===== config.mk =====
export PLATFORM = sky130hd
export DESIGN_NAME = deglitch_ctrl
export DESIGN_NICKNAME = d
export VERILOG_FILES = /design/src/rtl/deglitch_ctrl.sv
export SDC_FILE = /design/constraint.sdc
export NUM_CORES = 1
export LEC_CHECK = 0
export CAP_MARGIN = 20
export CORE_MARGIN = 5
export CORE_UTILIZATION = 33
export DETAILED_ROUTE_END_ITERATION = 16
export DONT_BUFFER_PORTS = 1
export PLACE_DENSITY = 0.46
export SYNTH_ARGS = -nofsm -noshare
export SYNTH_HDL_FRONTEND = slang
export SYNTH_SLANG_ARGS = --single-unit
export TNS_END_PERCENT = 5

===== constraint.sdc =====
create_clock -name clk_i -period 5.1 [get_ports clk_i]
set_input_delay 1.02 -clock clk_i [delete_from_list [all_inputs] [get_ports clk_i]]
set_output_delay 1.02 -clock clk_i [all_outputs]
set_load 0.05 [all_outputs]

===== src/rtl/deglitch_ctrl.sv =====
// deglitch_ctrl: prescaled integrating deglitch filters feeding a round-robin event queue.
// Optional event timestamping is enabled by defining DEGLITCH_CTRL_TS_EN.
module deglitch_ctrl #(
    parameter int NUM_CH  = 4,
    parameter int CNT_W   = 4,
    parameter int PRESC_W = 8
`ifdef DEGLITCH_CTRL_TS_EN
    ,
    parameter int TS_W    = 16
`endif
) (
    input  logic                                         clk_i,
    input  logic                                         rst_i,
    input  logic                                         clr_i,
    input  logic                                         en_i,
    input  logic [PRESC_W-1:0]                           prescale_i,
    input  logic [CNT_W-1:0]                             threshold_i,
    input  logic [NUM_CH-1:0]                            d_i,
    output logic [NUM_CH-1:0]                            q_o,
    output logic                                         evt_valid_o,
    input  logic                                         evt_ready_i,
    output logic [((NUM_CH > 1) ? $clog2(NUM_CH) : 1)-1:0] evt_ch_o,
    output logic                                         evt_level_o,
    output logic                                         overrun_o
`ifdef DEGLITCH_CTRL_TS_EN
    ,
    output logic [TS_W-1:0]                              evt_ts_o
`endif
);

    localparam int CH_W = (NUM_CH > 1) ? $clog2(NUM_CH) : 1;

    typedef enum logic {IDLE, PRESENT} state_e;

    logic               flush;
    logic               tick;
    logic [PRESC_W-1:0] pcnt_q, pcnt_d;
    logic [CNT_W-1:0]   thr;
    logic [CNT_W-1:0]   cnt_q [NUM_CH];
    logic [CNT_W-1:0]   cnt_d [NUM_CH];
    logic [NUM_CH-1:0]  filt_q, filt_d;
    logic [NUM_CH-1:0]  pending_q, pending_d;
    logic [NUM_CH-1:0]  plevel_q, plevel_d;
    logic [NUM_CH-1:0]  grant;
    logic               grantAny;
    logic               overrun_q, overrun_d;
    logic [CH_W-1:0]    rrPtr_q, rrPtr_d;
    logic [CH_W-1:0]    pickCh;
    logic               pickFound;
    logic [CH_W-1:0]    evtCh_q;
    logic               evtLevel_q;
    state_e             state_q, state_d;

    assign flush = rst_i | clr_i;
    assign tick  = en_i && (pcnt_q == prescale_i);
    assign thr   = (threshold_i == '0) ? CNT_W'(1) : threshold_i;

    always_comb begin
        pcnt_d = pcnt_q;
        if (en_i) begin
            pcnt_d = tick ? '0 : pcnt_q + PRESC_W'(1);
        end
    end

    // A counter above a freshly lowered threshold is pulled back to it before integrating again.
    always_comb begin
        cnt_d  = cnt_q;
        filt_d = filt_q;
        for (int i = 0; i < NUM_CH; i++) begin
            if (tick) begin
                if (cnt_q[i] > thr) begin
                    cnt_d[i] = thr;
                end else if (d_i[i] && (cnt_q[i] < thr)) begin
                    cnt_d[i] = cnt_q[i] + CNT_W'(1);
                end else if (!d_i[i] && (cnt_q[i] != '0)) begin
                    cnt_d[i] = cnt_q[i] - CNT_W'(1);
                end
                if (cnt_d[i] == thr) begin
                    filt_d[i] = 1'b1;
                end else if (cnt_d[i] == '0) begin
                    filt_d[i] = 1'b0;
                end
            end
        end
    end

    // A change landing on a slot that is being granted this cycle re-arms it without overrun.
    always_comb begin
        pending_d = pending_q & ~grant;
        plevel_d  = plevel_q;
        overrun_d = overrun_q;
        for (int i = 0; i < NUM_CH; i++) begin
            if (filt_d[i] != filt_q[i]) begin
                pending_d[i] = 1'b1;
                plevel_d[i]  = filt_d[i];
                if (pending_q[i] && !grant[i]) begin
                    overrun_d = 1'b1;
                end
            end
        end
    end

    // First pass searches from rrPtr upward, second pass wraps around from channel 0.
    always_comb begin
        pickFound = 1'b0;
        pickCh    = '0;
        for (int i = 0; i < NUM_CH; i++) begin
            if (!pickFound && pending_q[i] && (CH_W'(i) >= rrPtr_q)) begin
                pickFound = 1'b1;
                pickCh    = CH_W'(i);
            end
        end
        for (int i = 0; i < NUM_CH; i++) begin
            if (!pickFound && pending_q[i]) begin
                pickFound = 1'b1;
                pickCh    = CH_W'(i);
            end
        end
    end

    assign grantAny = (state_q == IDLE) && pickFound;

    always_comb begin
        grant   = '0;
        rrPtr_d = rrPtr_q;
        if (grantAny) begin
            grant[pickCh] = 1'b1;
            rrPtr_d = (pickCh == CH_W'(NUM_CH - 1)) ? '0 : pickCh + CH_W'(1);
        end
    end

    always_ff @(posedge clk_i) begin
        if (flush) begin
            state_q <= IDLE;
        end else begin
            state_q <= state_d;
        end
    end

    always_comb begin
        state_d = state_q;
        case (state_q)
            IDLE:    if (pickFound)   state_d = PRESENT;
            PRESENT: if (evt_ready_i) state_d = IDLE;
            default: state_d = IDLE;
        endcase
    end

    always_comb begin
        evt_valid_o = (state_q == PRESENT);
    end

    always_ff @(posedge clk_i) begin
        if (flush) begin
            pcnt_q     <= '0;
            cnt_q      <= '{default: '0};
            filt_q     <= '0;
            pending_q  <= '0;
            plevel_q   <= '0;
            overrun_q  <= 1'b0;
            rrPtr_q    <= '0;
            evtCh_q    <= '0;
            evtLevel_q <= 1'b0;
        end else begin
            pcnt_q    <= pcnt_d;
            cnt_q     <= cnt_d;
            filt_q    <= filt_d;
            pending_q <= pending_d;
            plevel_q  <= plevel_d;
            overrun_q <= overrun_d;
            rrPtr_q   <= rrPtr_d;
            if (grantAny) begin
                evtCh_q    <= pickCh;
                evtLevel_q <= plevel_q[pickCh];
            end
        end
    end

    assign q_o         = filt_q;
    assign evt_ch_o    = evtCh_q;
    assign evt_level_o = evtLevel_q;
    assign overrun_o   = overrun_q;

`ifdef DEGLITCH_CTRL_TS_EN
    logic [TS_W-1:0] ts_q;
    logic [TS_W-1:0] pendTs_q [NUM_CH];
    logic [TS_W-1:0] evtTs_q;

    // Slots capture the tick count as it stood before this tick's increment.
    always_ff @(posedge clk_i) begin
        if (flush) begin
            ts_q     <= '0;
            pendTs_q <= '{default: '0};
            evtTs_q  <= '0;
        end else begin
            if (tick) begin
                ts_q <= ts_q + TS_W'(1);
            end
            for (int i = 0; i < NUM_CH; i++) begin
                if (filt_d[i] != filt_q[i]) begin
                    pendTs_q[i] <= ts_q;
                end
            end
            if (grantAny) begin
                evtTs_q <= pendTs_q[pickCh];
            end
        end
    end

    assign evt_ts_o = evtTs_q;
`endif

endmodule

Word-level counts from Yosys, hierarchy flattened
Cells that the tools add are included.

operators by class
  add/subtract/negate cells = 10
  multipliers = 0
  div/mod/pow operators = 0
  magnitude comparators = 14
  eq/ne operators = 10
  shift-type cells = 0
  multiplexer cells = 66
  bitwise operators = 4
  reduce and logical (&&, ||, !) cells = 50

operator list
  kind                 count
  $mux 4               18
  $mux 1               37
  $logic_and 1x1->1    26
  $logic_not 4->1      5
  $add 4x1->4 const B  4
  $eq 4x4->1           4
  $gt 4x4->1           4
  $lt 4x4->1           4
  $reduce_bool 4->1    4
  $sub 4x1->4 const B  4
  $logic_not 1->1      15
  $mux 2               7
  $add 8x1->8 const B  1
  $eq 8x8->1           1
  $mux 8               1
  $and 4x4->4          1
  $ge 1x2->1 const A   2
  $ge 2x2->1 const A   2
  $ne 1x1->1           4
  $not 4->4            1
  $lt 2x3->1 const B   1
  $add 2x1->2 const B  1
  $bmux 1 s2           1
  $demux 1 s2          1
  other kinds (5)      5

storage, ports and cells
  flip-flop bits (word level) = 43
  latch bits = 0
  RAM bits = 0
  ROM bits = 0
  input bits = 21
  logic and storage cells = 170
  memories kept = 0

Depth between registers and ports, before layout
  depth after elaboration = 42
  gate-level depth with buffers = 14

Worst setup path after synthesis
No wires, ideal clock.

  path kind = input port to flip-flop
  start point = input threshold_i[3]
  end point = register pending_q[2]
  library setup time = 74 ps
  data arrival time = 3867 ps
  data required time = 5026 ps
  path slack = 1158 ps
  stages on the path = 14
  cell sequence = buf_2 > nor3_1 > nor2_1 > clkinv_1 > ha_1 > nand2b_1 > a21oi_1 > nor2_1 > o311ai_1 > xnor2_1 > nand3_1 > o21ai_0 > nand3_1 > a31oi_1

on the way
  cells in the longest elaborated chain, start to end = 13
  elaborated cells between the ends (all ways) = 15
  those cells by class = 2 x order compare; 2 x eq/ne; 8 x mux; 3 x reduce/logical

RTL lines
  what                  line  source
  start, declared       17    input logic [CNT_W-1:0] threshold_i,
  $logic_not 4->1       56    assign thr = (threshold_i == '0) ? CNT_W'(1) : threshold_i;
  $mux 4 *              56
  $lt 4x4->1            73    end else if (d_i[i] && (cnt_q[i] < thr)) begin
  $logic_and 1x1->1     73
  $mux 4                73
  $mux 4                71    if (cnt_q[i] > thr) begin
  $mux 4                70    if (tick) begin
  $logic_not 4->1       80    end else if (cnt_d[i] == '0) begin
  $mux 1                80
  $mux 1 *              78    if (cnt_d[i] == thr) begin
  $mux 1 *              70
  $ne 1x1->1 *          93    if (filt_d[i] != filt_q[i]) begin
  $mux 1 *              93
  end signal, assigned  168   pending_q <= pending_d;
  end, declared         42    logic [NUM_CH-1:0] pending_q, pending_d;

Mark *: on every way between the ends. The rest lies on a longest branch, timed or not. The select of a mux whose other input is x is not followed.
A chain may end at the register's enable or synchronous reset.

Final worst setup path
  start point = input threshold_i[1]
  end point = register overrun_q, in the netlist overrun_o

on the way
  cells in the longest elaborated chain, start to end = 19
  elaborated cells between the ends (all ways) = 57
  those cells by class = 8 x order compare; 8 x eq/ne; 32 x mux; 9 x reduce/logical

RTL lines
  what                  line  source
  $logic_not 4->1       56
  $mux 4 *              56
  $lt 4x4->1            73
  $logic_and 1x1->1     73
  $mux 4                73
  $mux 4                71
  $mux 4                70
  $logic_not 4->1       80
  [... 3 more ...]      n/a
  $ne 1x1->1            93
  $mux 1                93
  $mux 1                96    if (pending_q[i] && !grant[i]) begin
  $mux 1                93
  $mux 1                96
  $mux 1                93
  $mux 1                96
  $mux 1 *              93
  end signal, assigned  170   overrun_q <= overrun_d;
  end, declared         46    logic overrun_q, overrun_d;

Marks and branches as above.

==> impl_results.md <==
- Sequential share of power: 0.405
- Sequential area share after synthesis: 0.229
- Tot Pwr: 0.834 mW
- DRT Wirelength: 9.81 mm
- Power density over the cells: 206 nW/µm²
- Die Y: 117 µm
- Via Count: 3423
- Required @ worst endpoint: 5310 ps
- Row Count: 39
- DRT antenna net count: 0
- # resized after CTS: 0
- Syn nets: 525
- CTS clk-pin slew, worst paths: 60 ps
- Max Cap Violations: 0
- Asr flop ratio synth: 0
- Tot GR Track Use: 0.149
- Layout Skew: 4.09 ps
- Max Freq: 260 MHz
- Final hold vios: 0
- CTS tree: built
- Hold-fix buffers, CTS: 0
- Clock Tree Root: clkbuf_16
- Slowest-stage cell, CP: o311ai_1
- Slew headroom: 0.415
- Leading post-synthesis cells by cell area: dfxtp_1 (23%), ha_1 (9.7%), a21oi_1 (5.2%)
- Clk network pwr share: 0.503
- Most area-hungry cell type in the Yosys netlist: dfxtp_1
- Mapped Cells: 475
- First-pass GRT wire length: 16.4 mm
- Pint: 0.647 mW
- R2R cell count: 9
- VDD IR-drop max: 0.162 mV
- R2r setup slk: 2110 ps
- Hold depth: 2
- Chip width: 117 µm
- FF+latch count, synth: 43
- Worst-margin pin slew: 873 ps
- Total CTS buffers: 5
- Final setup TNS: 0 ps
- Period minus WS final: 3840 ps
- Area of the mapped netlist: 3750 µm²
- Startpoint types: input pin
- CTS max path bufs: 2
- CP max FO: 10
- Synth top area share: 0.229
- Clock Sinks: 43
- Worst min path class: reg2reg
- Post-DP HPWL: 7.40 mm
- WP data arrival: 4060 ps
- Post-synth EDFFs: 0
- Share of layout cells above drive strength 1: 0.0936
- Synth-to-layout area growth: 7.80%
- Post-CTS setup buffer count: 0
- Antenna violations before repair: 0
- Placer Congestion: 0.851
- CTS H-tree depth: 2
- Port Buf Inserts: 0
- Sw Pwr: 0.186 mW
- Gr ovfl total: 0
- Pre-CTS setup slack: 939 ps
- Syn Area/Cell: 7.90 µm²
- P_leak: 1.38 nW
- Iter 0 DRT Violations: 160
- Comb pwr share: 0.092
- Fin crit share: 0.754
- Pin count of the biggest net entering global routing: 35
- IO Pins: 30
- Synth Flop Type: dfxtp_1
- Pre-antenna DRT Iters: 6
- Max incr delay on CP: 520 ps
- Hold WS: 460 ps
- Clk_lat worst skew: 290 ps
- Switching part of the total: 0.224
- Vias/cell: 5.58
- Setup violations, final: 0
- CP Capture Type: flop
- Starting density of the core: 0.333
- Finished Core Util: 0.359
- Die Area: 13600 µm²
- Cell repeated most along the worst path: nor2_1
- Final layout net count: 519
- Commonest non-fill, non-tap cell in the layout: nor2_1
- Final critical-path setup slack: 1260 ps
- Vias in the first global route: 3223
- RSZ-0062 raised after global routing: no
- Routed WL per cell: 16.0 µm
- Status: finished, final reports clean
- Crit-path cells: nor3_1 > nor2_1 > buf_4 > clkinv_1 > ha_1 > nand2b_1 > a21oi_1 > nor2_1 > o311ai_1 > nand4b_1 > nor4_1 > a211o_1 > nor2_1 > a31oi_1
- Total core area: 11300 µm²
- Synth warn: 0
- Setup CP Type: in2reg
- DRC Markers: 0
- Most frequent cells in the layout: nor2_1 (49), nand2_1 (48), dfxtp_1 (43), a21oi_1 (39), ha_1 (29)
- Netlist cell types: 79
- Final Max Tran Viols: 0
- Inserted Diodes: 0
-- logic make-up (layout without fill, tap and decap cells) --
family | after synthesis | count (layout) | synth area share
xor+xnor | 29 | 29 | 0.0716
compound gates | 136 | 136 | 0.257
buf+inv | 46 | 41 | 0.0583
simple gates | 181 | 181 | 0.254
flops | 43 | 43 | 0.229
mux | 11 | 11 | 0.0333
fa+ha+maj | 29 | 29 | 0.0966
-- cell usage after synthesis (7+ instances only) --
cell,number
a211oi_1,9
nand4_1,12
mux2i_1,8
nand2_1,48
nor2_1,49
dfxtp_1,43
nor3_1,12
xnor2_1,21
nand3_1,10
o211ai_1,12
clkbuf_1,8
o21ai_0,17
nand2b_1,8
ha_1,29
a31oi_1,7
inv_1,27
a21oi_1,39
-- worst paths after layout --
path	end	start
worst max-delay path	overrun_o$_SDFF_PP0_	threshold_i[1]
worst min-delay path	plevel_q[3]$_SDFFE_PP0P_	plevel_q[3]$_SDFFE_PP0P_
worst max register to register	overrun_o$_SDFF_PP0_	cnt_q[3]$_SDFFE_PP0P_
worst min register to register	plevel_q[3]$_SDFFE_PP0P_	plevel_q[3]$_SDFFE_PP0P_
-- area by class of cell --
cell class              instances  area (µm²)
clock buffers                   6         129
clock inverters                 2        60.1
fillers                      1191        7220
inverters                      29         109
multi-input cells             386        2680
flip-flops and latches         43         861
well taps                     143         179
repair buffers                  4        30.0
-- state kept, by name, summed over array words and instances, names as in the netlist --
| signal | count |
|---|---|
| overrun_o | 1 |
| cnt_q | 16 |
| evt_ch_o | 2 |
| evt_level_o | 1 |
| q_o | 4 |
| plevel_q | 4 |
| pending_q | 4 |
| rrPtr_q | 2 |
| pcnt_q | 8 |
| evt_valid_o | 1 |
-- routing by layer --
layer	part of all wire	up-vias	routed length, µm	global-route usage
met3	0.026	12	255	0.0202
met5	0	-	0	0
met1	0.47	1613	4600	0.199
met2	0.49	52	4790	0.250
li1	-	1746	-	-
met4	0.016	0	161	0.0459
-- power groups by stage --
stage / combinational (mW) / clock, mW / sequential, mW
2_1_floorplan: 0.0677 / 0 / 0.345
4_1_cts: 0.0776 / 0.432 / 0.337
5_1_grt: 0.0859 / 0.445 / 0.337
3_3_place_gp: 0.0770 / 0 / 0.345
3_5_place_dp: 0.0773 / 0 / 0.345
6_report: 0.0769 / 0.419 / 0.337
-- critical path: cells and delay by family --
kind            cells  cell delay, ps
compound gates      4            1210
simple gates        7            1030
buf+inv             2             490
fa+ha+maj           1             310
-- stage by stage --
step	instance area [µm²]	cells
2_1_floorplan	3750	475
3_3_place_gp	3860	605
3_5_place_dp	3860	605
4_1_cts	4050	613
5_1_grt	4050	613
6_report	4050	613
(Power assumes the default switching activity.)
